**src/rtl/rbsp_bit_window.sv**
```systemverilog
// RBSP bit feeder: strips 00 00 03 emulation-prevention bytes from NAL payload and
// exposes the next 8 RBSP bits (MSB first) with their leading-zero count.
module rbsp_bit_window #(
  parameter int BUF_BITS = 32
) (
  input  logic                            clk,
  input  logic                            rst,
  input  logic                            en,
  input  logic                            i_flush,
  input  logic [7:0]                      i_byte_data,
  input  logic                            i_byte_valid,
  output logic                            o_byte_ready,
  input  logic [3:0]                      i_forward_len,
  output logic [7:0]                      o_rbsp_out,
  output logic [3:0]                      o_num_zero_bits,
  output logic                            o_rbsp_valid,
  output logic [$clog2(BUF_BITS+1)-1:0]   o_bits_avail,
  output logic                            o_epb_removed,
  output logic                            o_underflow
);

  localparam int CW = $clog2(BUF_BITS + 1);

  logic [BUF_BITS-1:0] bitBuf_q, bitBuf_d;
  logic [CW-1:0]       cnt_q, cnt_d;
  logic [1:0]          zeroRun_q, zeroRun_d;
  logic                epbPulse_q, epbPulse_d;
  logic                underflowPulse_q, underflowPulse_d;

  logic [3:0]          fwdSat;
  logic [CW-1:0]       fwdExt;
  logic [CW-1:0]       fwdEff;
  logic [CW-1:0]       cntPost;
  logic                underflowNow;
  logic                accept;
  logic                isEpb;
  logic [BUF_BITS-1:0] byteAligned;

  // Ready is conservative: it ignores bits freed by a same-cycle consume.
  assign o_byte_ready = en & ~rst & ~i_flush & (cnt_q <= CW'(BUF_BITS - 8));
  assign o_rbsp_out   = bitBuf_q[BUF_BITS-1 -: 8];
  assign o_rbsp_valid = (cnt_q >= CW'(8));
  assign o_bits_avail = cnt_q;
  assign o_epb_removed = epbPulse_q;
  assign o_underflow   = underflowPulse_q;

  always_comb begin
    casez (o_rbsp_out)
      8'b1???????: o_num_zero_bits = 4'd0;
      8'b01??????: o_num_zero_bits = 4'd1;
      8'b001?????: o_num_zero_bits = 4'd2;
      8'b0001????: o_num_zero_bits = 4'd3;
      8'b00001???: o_num_zero_bits = 4'd4;
      8'b000001??: o_num_zero_bits = 4'd5;
      8'b0000001?: o_num_zero_bits = 4'd6;
      8'b00000001: o_num_zero_bits = 4'd7;
      default:     o_num_zero_bits = 4'd8;
    endcase
  end

  // Consume first, then append the accepted byte right below the surviving bits.
  always_comb begin
    fwdSat       = (i_forward_len > 4'd8) ? 4'd8 : i_forward_len;
    fwdExt       = CW'(fwdSat);
    underflowNow = (fwdExt > cnt_q);
    fwdEff       = underflowNow ? '0 : fwdExt;
    cntPost      = cnt_q - fwdEff;
    accept       = i_byte_valid & o_byte_ready;
    isEpb        = accept & (i_byte_data == 8'h03) & (zeroRun_q == 2'd2);
    byteAligned  = {i_byte_data, {(BUF_BITS-8){1'b0}}} >> cntPost;

    bitBuf_d         = bitBuf_q;
    cnt_d            = cnt_q;
    zeroRun_d        = zeroRun_q;
    epbPulse_d       = 1'b0;
    underflowPulse_d = 1'b0;

    if (i_flush) begin
      bitBuf_d  = '0;
      cnt_d     = '0;
      zeroRun_d = 2'd0;
    end else if (en) begin
      bitBuf_d         = bitBuf_q << fwdEff;
      cnt_d            = cntPost;
      underflowPulse_d = underflowNow;
      epbPulse_d       = isEpb;
      if (accept) begin
        if (isEpb) begin
          zeroRun_d = 2'd0;
        end else begin
          bitBuf_d = bitBuf_d | byteAligned;
          cnt_d    = cntPost + CW'(8);
          if (i_byte_data == 8'h00)
            zeroRun_d = (zeroRun_q == 2'd2) ? 2'd2 : zeroRun_q + 2'd1;
          else
            zeroRun_d = 2'd0;
        end
      end
    end
  end

  always_ff @(posedge clk) begin
    if (rst) begin
      bitBuf_q         <= '0;
      cnt_q            <= '0;
      zeroRun_q        <= 2'd0;
      epbPulse_q       <= 1'b0;
      underflowPulse_q <= 1'b0;
    end else begin
      bitBuf_q         <= bitBuf_d;
      cnt_q            <= cnt_d;
      zeroRun_q        <= zeroRun_d;
      epbPulse_q       <= epbPulse_d;
      underflowPulse_q <= underflowPulse_d;
    end
  end

endmodule

```
**config.mk**
```make
export PLATFORM = sky130hd
export DESIGN_NAME = rbsp_bit_window
export DESIGN_NICKNAME = d
export VERILOG_FILES = /design/src/rtl/rbsp_bit_window.sv
export SDC_FILE = /design/constraint.sdc
export NUM_CORES = 1
export LEC_CHECK = 0
export ABC_AREA = 1
export BUFFER_PORTS_ARGS = -buffer_cell sky130_fd_sc_hd__buf_2
export CAP_MARGIN = 25
export CORE_MARGIN = 1
export CORE_UTILIZATION = 50
export DETAILED_ROUTE_END_ITERATION = 16
export GPL_ROUTABILITY_DRIVEN = 0
export PLACE_DENSITY = 0.69
export SYNTH_ARGS = -nofsm -noshare
export SYNTH_HDL_FRONTEND = slang
export SYNTH_SLANG_ARGS = --single-unit
```
**constraint.sdc**
```tcl
create_clock -name clk -period 4.8 [get_ports clk]
set_clock_uncertainty 0.1 [all_clocks]
set_input_delay 0.48 -clock clk [delete_from_list [all_inputs] [get_ports clk]]
set_output_delay 0.48 -clock clk [all_outputs]
set_load 0.005 [all_outputs]
```
==> results of run 1 <==
layout make-up:
| class | count | share of cell area |
|---|---|---|
| inverter | 84 | 0.0683 |
| sequential | 42 | 0.181 |
| multi-input combinational | 599 | 0.640 |
| clock buffer | 6 | 0.0177 |
| tap | 108 | 0.0290 |
| timing repair buffer | 50 | 0.0645 |
routing by layer:
layer | wire (µm) | track usage
met1 | 5910 | 0.403
met2 | 6260 | 0.500
met3 | 1040 | 0.0466
met4 | 287 | 0.0956
met5 | 0 | 0
metrics by stage:
stage          hold slack [ns]  setup WS [ns]
2_1_floorplan            0.345           1.25
3_3_place_gp             0.356          0.961
3_5_place_dp             0.360          0.911
4_1_cts                  0.372           1.09
5_1_grt                  0.394          0.668
6_report                 0.369           1.05
path summary, 6_finish.rpt:
path,end,slack (ns),depth (start not counted)
max,bitBuf_q[22]$_SDFFE_PP0P_,1.05,21
min reg2reg,zeroRun_q[0]$_SDFFE_PP0P_,0.37,2
max reg2reg,bitBuf_q[22]$_SDFFE_PP0P_,1.05,21
min,zeroRun_q[0]$_SDFFE_PP0P_,0.37,2
state kept, by name (all words and copies together), names as in the netlist:
| register | cells |
|---|---|
| bitBuf_q | 32 |
| o_bits_avail | 6 |
| zeroRun_q | 2 |
| o_epb_removed | 1 |
| o_underflow | 1 |
kinds of logic (layout without fill, tap and decap cells):
group / after synthesis / after routing / share of synthesized area
compound gates: 102 / 102 / 0.120
simple gates: 481 / 481 / 0.505
buf+inv: 138 / 140 / 0.141
mux: 1 / 1 / 0.00225
flops: 42 / 42 / 0.189
xor+xnor: 3 / 3 / 0.00760
fa+ha+maj: 12 / 12 / 0.0355
cells in the mapped netlist, types with 2 or more instances:
cell type and count:
o211ai_1 3, a31oi_1 4, xor2_1 2, nand4_1 17
inv_2 6, dfxtp_1 42, nand2_1 149, buf_4 13
inv_1 76, buf_6 5, nor2_1 70, nand2_4 2
nand2_2 7, o21ai_0 46, nand3_2 9, nand3_1 214
buf_1 2, clkbuf_1 17, or2_2 3, nor2_2 2
buf_2 17, ha_1 11, a21oi_1 44, nor3_1 2
nand3b_1 3
power by group through the flow:
| stage | Sequential, mW | Combinational, mW | Clock, mW |
|---|---|---|---|
| after global routing | 0.380 | 0.758 | 0.257 |
| after detailed placement | 0.386 | 0.664 | 0 |
| after floorplan | 0.383 | 0.529 | 0 |
| final | 0.378 | 0.683 | 0.240 |
| after CTS | 0.378 | 0.668 | 0.242 |
| after global placement | 0.385 | 0.657 | 0 |
cell usage in the layout (no fill, tap or decap), types with 7 or more instances in the layout:
cell type / netlist / final
nand3_1: 214 / 214
nand2_1: 149 / 149
inv_1: 76 / 76
nor2_1: 70 / 70
o21ai_0: 46 / 46
a21oi_1: 44 / 44
dfxtp_1: 42 / 42
buf_2: 17 / 38
nand4_1: 17 / 17
ha_1: 11 / 11
buf_4: 13 / 11
nand3_2: 9 / 9
nand2_2: 7 / 7
worst max-delay path, delay by kind of cell (launching register included):
kind | cells | cell delay [ns]
buffers and inverters | 4 | 0.48
adders and majority gates | 3 | 1.13
and+or+nand+nor | 12 | 1.11
AOI/OAI and AO/OA | 2 | 0.43
DFF | 1 | 0.40
==> summary.md, run 1 <==
| Metric | Value |
|---|---|
| Net Sw Power | `0.621 mW` |
| Slew margin rel. | `0.322` |
| Post-synth ARST share | `0` |
| DR vias | `5262` |
| Row count | `34` |
| CP Max Fanout | `13` |
| FF-to-FF Start | `o_bits_avail[3]$_SDFFE_PP0P_` |
| Fin. Hold Viols | `0` |
| Largest net degree at the start of global routing | `40` |
| Tightest Hold Check Type | `reg2reg` |
| Worst-Skew Late Latency | `0.30 ns` |
| Slowest stage delay, CP | `0.62 ns` |
| Max capacitance violation total | `0` |
| Nets | `811` |
| Die H | `96.3 µm` |
| Syn nets | `808` |
| CTS H-Tree Depth | `2` |
| CP endpoint kind | `flip-flop` |
| Combinational share of power | `0.525` |
| Cell area after placement | `4570 µm²` |
| Drt pass-1 iters | `7` |
| Vias in the first global route | `4648` |
| Die area | `9270 µm²` |
| YS warnings | `0` |
| Quantity of gates resized following cts | `0` |
| Register Area | `841 µm²` |
| Final worst-path cycle share | `0.782` |
| Switching portion of total power | `0.478` |
| Internal power | `0.679 mW` |
| Crit path required time | `4.91 ns` |
| Flop pwr share | `0.290` |
| Clk pwr share | `0.184` |
| Non-filler instance count after layout | `889` |
| IO Pins | `39` |
| Power Total | `1.30 mW` |
| Detailed placer's ending HPWL | `9940 µm` |
| Post-route DRC | `0` |
| Critical Path Source Type | `flip-flop` |
| # diodes | `0` |
| Slew Viols, Final | `0` |
| Vias per Instance | `5.92` |
| Most numerous cell on the critical path | `nand2_1` |
| Overflow after GRT | `0` |
| Slowest-stage cell, CP | `fa_1` |
| DRT antenna net count | `0` |
| Synth Area per Inst | `5.71 µm²` |
| Initial core utilization | `0.512` |
| Worst Setup SP | `o_bits_avail[3]$_SDFFE_PP0P_` |
| Sequential share of the synthesized area | `0.189` |
| Total CTS buffers | `5` |
| Tmin final | `3.75 ns` |
| RSZ-0062 raised after global routing | `false` |
| I/O Buffers | `38` |
| Kind of critical path | `reg2reg` |
| CTS max path bufs | `2` |
| Number of synthesized flops with an enable pin | `0` |
| Total GRT Usage | `0.303` |
| First-pass GRT wire length | `22100 µm` |
| Final core occ | `0.536` |
| Multi-input logic area | `2980 µm²` |
| Share of cells above drive strength 1 | `0.113` |
| Slew @ Worst Pin | `1.02 ns` |
| Hold Path Origin | `zeroRun_q[0]$_SDFFE_PP0P_` |
| Endpoints failing setup | `0` |
| CTS Hold Bufs | `0` |
| Clk Tree Root Cell | `clkbuf_8` |
| Crit-path cells | `inv_1, ha_1, nand2_1, nor2_2, nand2_1, nand2_1, nand2_4, nand2_2, inv_1, ha_1, fa_1, inv_1, o211ai_1, nand3_1, nand2_1, o21ai_0, nor2_1, nor2_1, nand3_1, nand2_1, inv_1` |
| Die width | `96.3 µm` |
| CTS tree | `yes` |
| Routed wire per std cell | `15.2 µm` |
| Clock slew at reported path FFs | `0.08 ns` |
| Setup TNS | `0 ns` |
| Routed wire length | `13500 µm` |
| Power Dens Cells | `279 nW/µm²` |
| Maximum vdd drop | `0.000158 V` |
| Crit path arrival time | `3.86 ns` |
| # fillers | `923` |
| Post-synth top flop | `dfxtp_1` |
| Number of DRC markers in iteration 0 | `594` |
| CTS sink count | `42` |
| Mapped Area | `4450 µm²` |
| Post-CTS Setup Bufs | `0` |
| Synth area leaders | `nand3_1, dfxtp_1, nand2_1, inv_1, nor2_1` |
| P_leak | `2.26 nW` |
| Top cell type's share of synthesized area | `0.241` |
| Largest area contributor in the netlist | `nand3_1` |
| Status | `completed` |
| Placed Cells | `883` |
| Library cells used by synthesis | `38` |
| Finished layout cell area | `4650 µm²` |
| Fmax | `267 MHz` |
| Initial antenna violation count | `0` |
| Syn-to-layout area delta | `4.67%` |
| Core footprint | `8680 µm²` |
| Cells after Synth | `779` |
| Flops & latches, synth | `42` |
No activity file was read; power rests on OpenSTA's default activity.
==> run 2, diff against run 1 <==
Settings changed: PLACE_DENSITY 0.69 to 0.71.
Clock period 4.8 ns to 3.1 ns, I/O delays scaled along.
==> summary.md, run 2 (synthesis gave the netlist of run 1 again) <==
| Metric | Value |
|---|---|
| Status | `finished, violations left (was completed)` |
| Violated checks | `setup timing` |
| Place WS | `-0.299 ns (was 0.911 ns)` |
| Routed wire length | `16000 µm (was 13500 µm)` |
| Maximum vdd drop | `0.000256 V (was 0.000158 V)` |
| CTS max path bufs | `2 (unchanged)` |
| First-pass GRT wire length | `23700 µm (was 22100 µm)` |
| Detailed placer's ending HPWL | `10700 µm (was 9940 µm)` |
| CTS sink count | `42 (unchanged)` |
| Initial core utilization | `0.512 (unchanged)` |
| Vias per Instance | `6.18 (was 5.92)` |
| Core footprint | `8680 µm² (unchanged)` |
| Fin. Hold Viols | `0 (unchanged)` |
| Critical Path Source Type | `flip-flop (unchanged)` |
| Tmin final | `3.21 ns (was 3.75 ns)` |
| Crit path arrival time | `3.33 ns (was 3.86 ns)` |
| Crit-path cells | `inv_2, ha_4, nand2_4, nor2_4, nand2_1, nand2_2, nand2_4, nand2_4, inv_4, ha_4, fa_2, inv_4, nand3_2, nand2_2, nand2_1, nand2_2, nand2_1, o21ai_1, a21oi_1, nand3_1, nand2_1, inv_1 (was inv_1, ha_1, nand2_1, nor2_2, nand2_1, nand2_1, nand2_4, nand2_2, inv_1, ha_1, fa_1, inv_1, o211ai_1, nand3_1, nand2_1, o21ai_0, nor2_1, nor2_1, nand3_1, nand2_1, inv_1)` |
| Non-filler instance count after layout | `946 (was 889)` |
| CTS Hold Bufs | `0 (unchanged)` |
| Die area | `9270 µm² (unchanged)` |
| Kind of critical path | `reg2reg (unchanged)` |
| Largest net degree at the start of global routing | `38 (was 40)` |
| Placed Cells | `922 (was 883)` |
| Overflow after GRT | `0 (unchanged)` |
| Initial antenna violation count | `0 (unchanged)` |
| Endpoints failing setup | `15 (was 0)` |
| Nets | `866 (was 811)` |
| Total CTS buffers | `5 (unchanged)` |
| Slowest stage delay, CP | `0.68 ns (was 0.62 ns)` |
| WP buf/inv | `4 (unchanged)` |
| DR vias | `5849 (was 5262)` |
| Largest register FFs | `32 (unchanged)` |
| Most frequent cells in the layout | `nand3_1, nand2_1, inv_1, nor2_1, buf_4 (was nand3_1, nand2_1, inv_1, nor2_1, o21ai_0)` |
| Routed wire per std cell | `17.0 µm (was 15.2 µm)` |
| Power Dens Cells | `486 nW/µm² (was 279 nW/µm²)` |
| Final worst-path cycle share | `1.04 (was 0.782)` |
| Crit path required time | `3.21 ns (was 4.91 ns)` |
| DRT antenna net count | `0 (unchanged)` |
| Power Total | `2.70 mW (was 1.30 mW)` |
| Die width | `96.3 µm (unchanged)` |
| Family with the most delay on the worst path | `adder cells (unchanged)` |
| Slew Viols, Final | `0 (unchanged)` |
| Syn-to-layout area delta | `25.0% (was 4.67%)` |
| Die H | `96.3 µm (unchanged)` |
| CTS tree | `yes (unchanged)` |
| Slowest-stage cell, CP | `fa_2 (was fa_1)` |
| Drt pass-1 iters | `9 (was 7)` |
| Clk Tree Root Cell | `clkbuf_8 (unchanged)` |
| Number of DRC markers in iteration 0 | `810 (was 594)` |
| Vias in the first global route | `5082 (was 4648)` |
| P_leak | `2.63 nW (was 2.26 nW)` |
| Clock slew at reported path FFs | `0.09 ns (was 0.08 ns)` |
| IO Pins | `39 (unchanged)` |
| Post-route DRC | `0 (unchanged)` |
| Slew margin rel. | `0.522 (was 0.322)` |
| Most common cell after layout, fill and taps aside | `nand3_1 (unchanged)` |
| Slew @ Worst Pin | `0.713 ns (was 1.02 ns)` |
| Max capacitance violation total | `0 (unchanged)` |
| Total GRT Usage | `0.330 (was 0.303)` |
| Final core occ | `0.641 (was 0.536)` |
| CTS H-Tree Depth | `2 (unchanged)` |
| Worst-Skew Late Latency | `0.31 ns (was 0.30 ns)` |
| Share of cells above drive strength 1 | `0.272 (was 0.113)` |
| RSZ-0062 raised after global routing | `true (was false)` |
| Min Hold Slack | `0.225 ns (was 0.369 ns)` |
| Row count | `34 (unchanged)` |
| CP endpoint kind | `flip-flop (unchanged)` |
| Post-route setup slack | `-0.112 ns (was 1.05 ns)` |
| Most flops, register | `bitBuf_q (unchanged)` |
| Most numerous cell on the critical path | `nand2_1 (unchanged)` |
| Fmax | `311 MHz (was 267 MHz)` |
| Tightest Hold Check Type | `in2reg (was reg2reg)` |
| # diodes | `0 (unchanged)` |
| I/O Buffers | `38 (unchanged)` |
| CP Max Fanout | `7 (was 13)` |
run 2: per-layer routing:
metal | vias up | wire length [µm] | part of all wire | track usage
met5 | - | 0 | 0 | 0
met4 | 0 | 640 | 0.040 | 0.136
met3 | 79 | 1640 | 0.10 | 0.0640
met2 | 425 | 7550 | 0.47 | 0.555
met1 | 2624 | 6220 | 0.39 | 0.411
li1 | 2721 | - | - | -
run 2: final timing paths:
check / start / end / slack (ns) / cells after the start
max: o_bits_avail[3]$_SDFFE_PP0P_ / bitBuf_q[17]$_SDFFE_PP0P_ / -0.11 / 22
min: en / o_bits_avail[4]$_SDFFE_PP0P_ / 0.22 / 2
max reg2reg: o_bits_avail[3]$_SDFFE_PP0P_ / bitBuf_q[17]$_SDFFE_PP0P_ / -0.11 / 22
min reg2reg: zeroRun_q[0]$_SDFFE_PP0P_ / zeroRun_q[0]$_SDFFE_PP0P_ / 0.37 / 2
run 2: timing repair:
action,in CTS,in global routing
gates cloned,0,2
setup endpoints to repair,16,33
buffers inserted,0,14
endpoints found under the hold margin,0,0
resized for setup,12,85
pin swaps,2,46
run 2: where the power goes:
group / leakage (nW) / internal, mW / switching, mW
clock network: 0.0514 / 0.241 / 0.217
logic: 2.23 / 0.633 / 1.02
registers: 0.344 / 0.566 / 0.0187
total: 2.63 / 1.44 / 1.26
run 2: cell type report:
cell class	instances	area, µm²
Clock buffer	6	72.6
Clock inverter	2	37.5
Fill cell	788	3120
Inverter	84	325
Multi-Input combinational cell	599	3360
Sequential cell	42	845
Tap cell	108	135
Timing Repair Buffer	105	786
run 2: per-stage QoR:
stage	instance area (µm²)	TNS, ns
after floorplan	4550	-0.508
after global placement	4940	-3.99
after detailed placement	4970	-5.32
after CTS	5110	-0.00272
after global routing	5560	-4.34
final	5560	-0.469
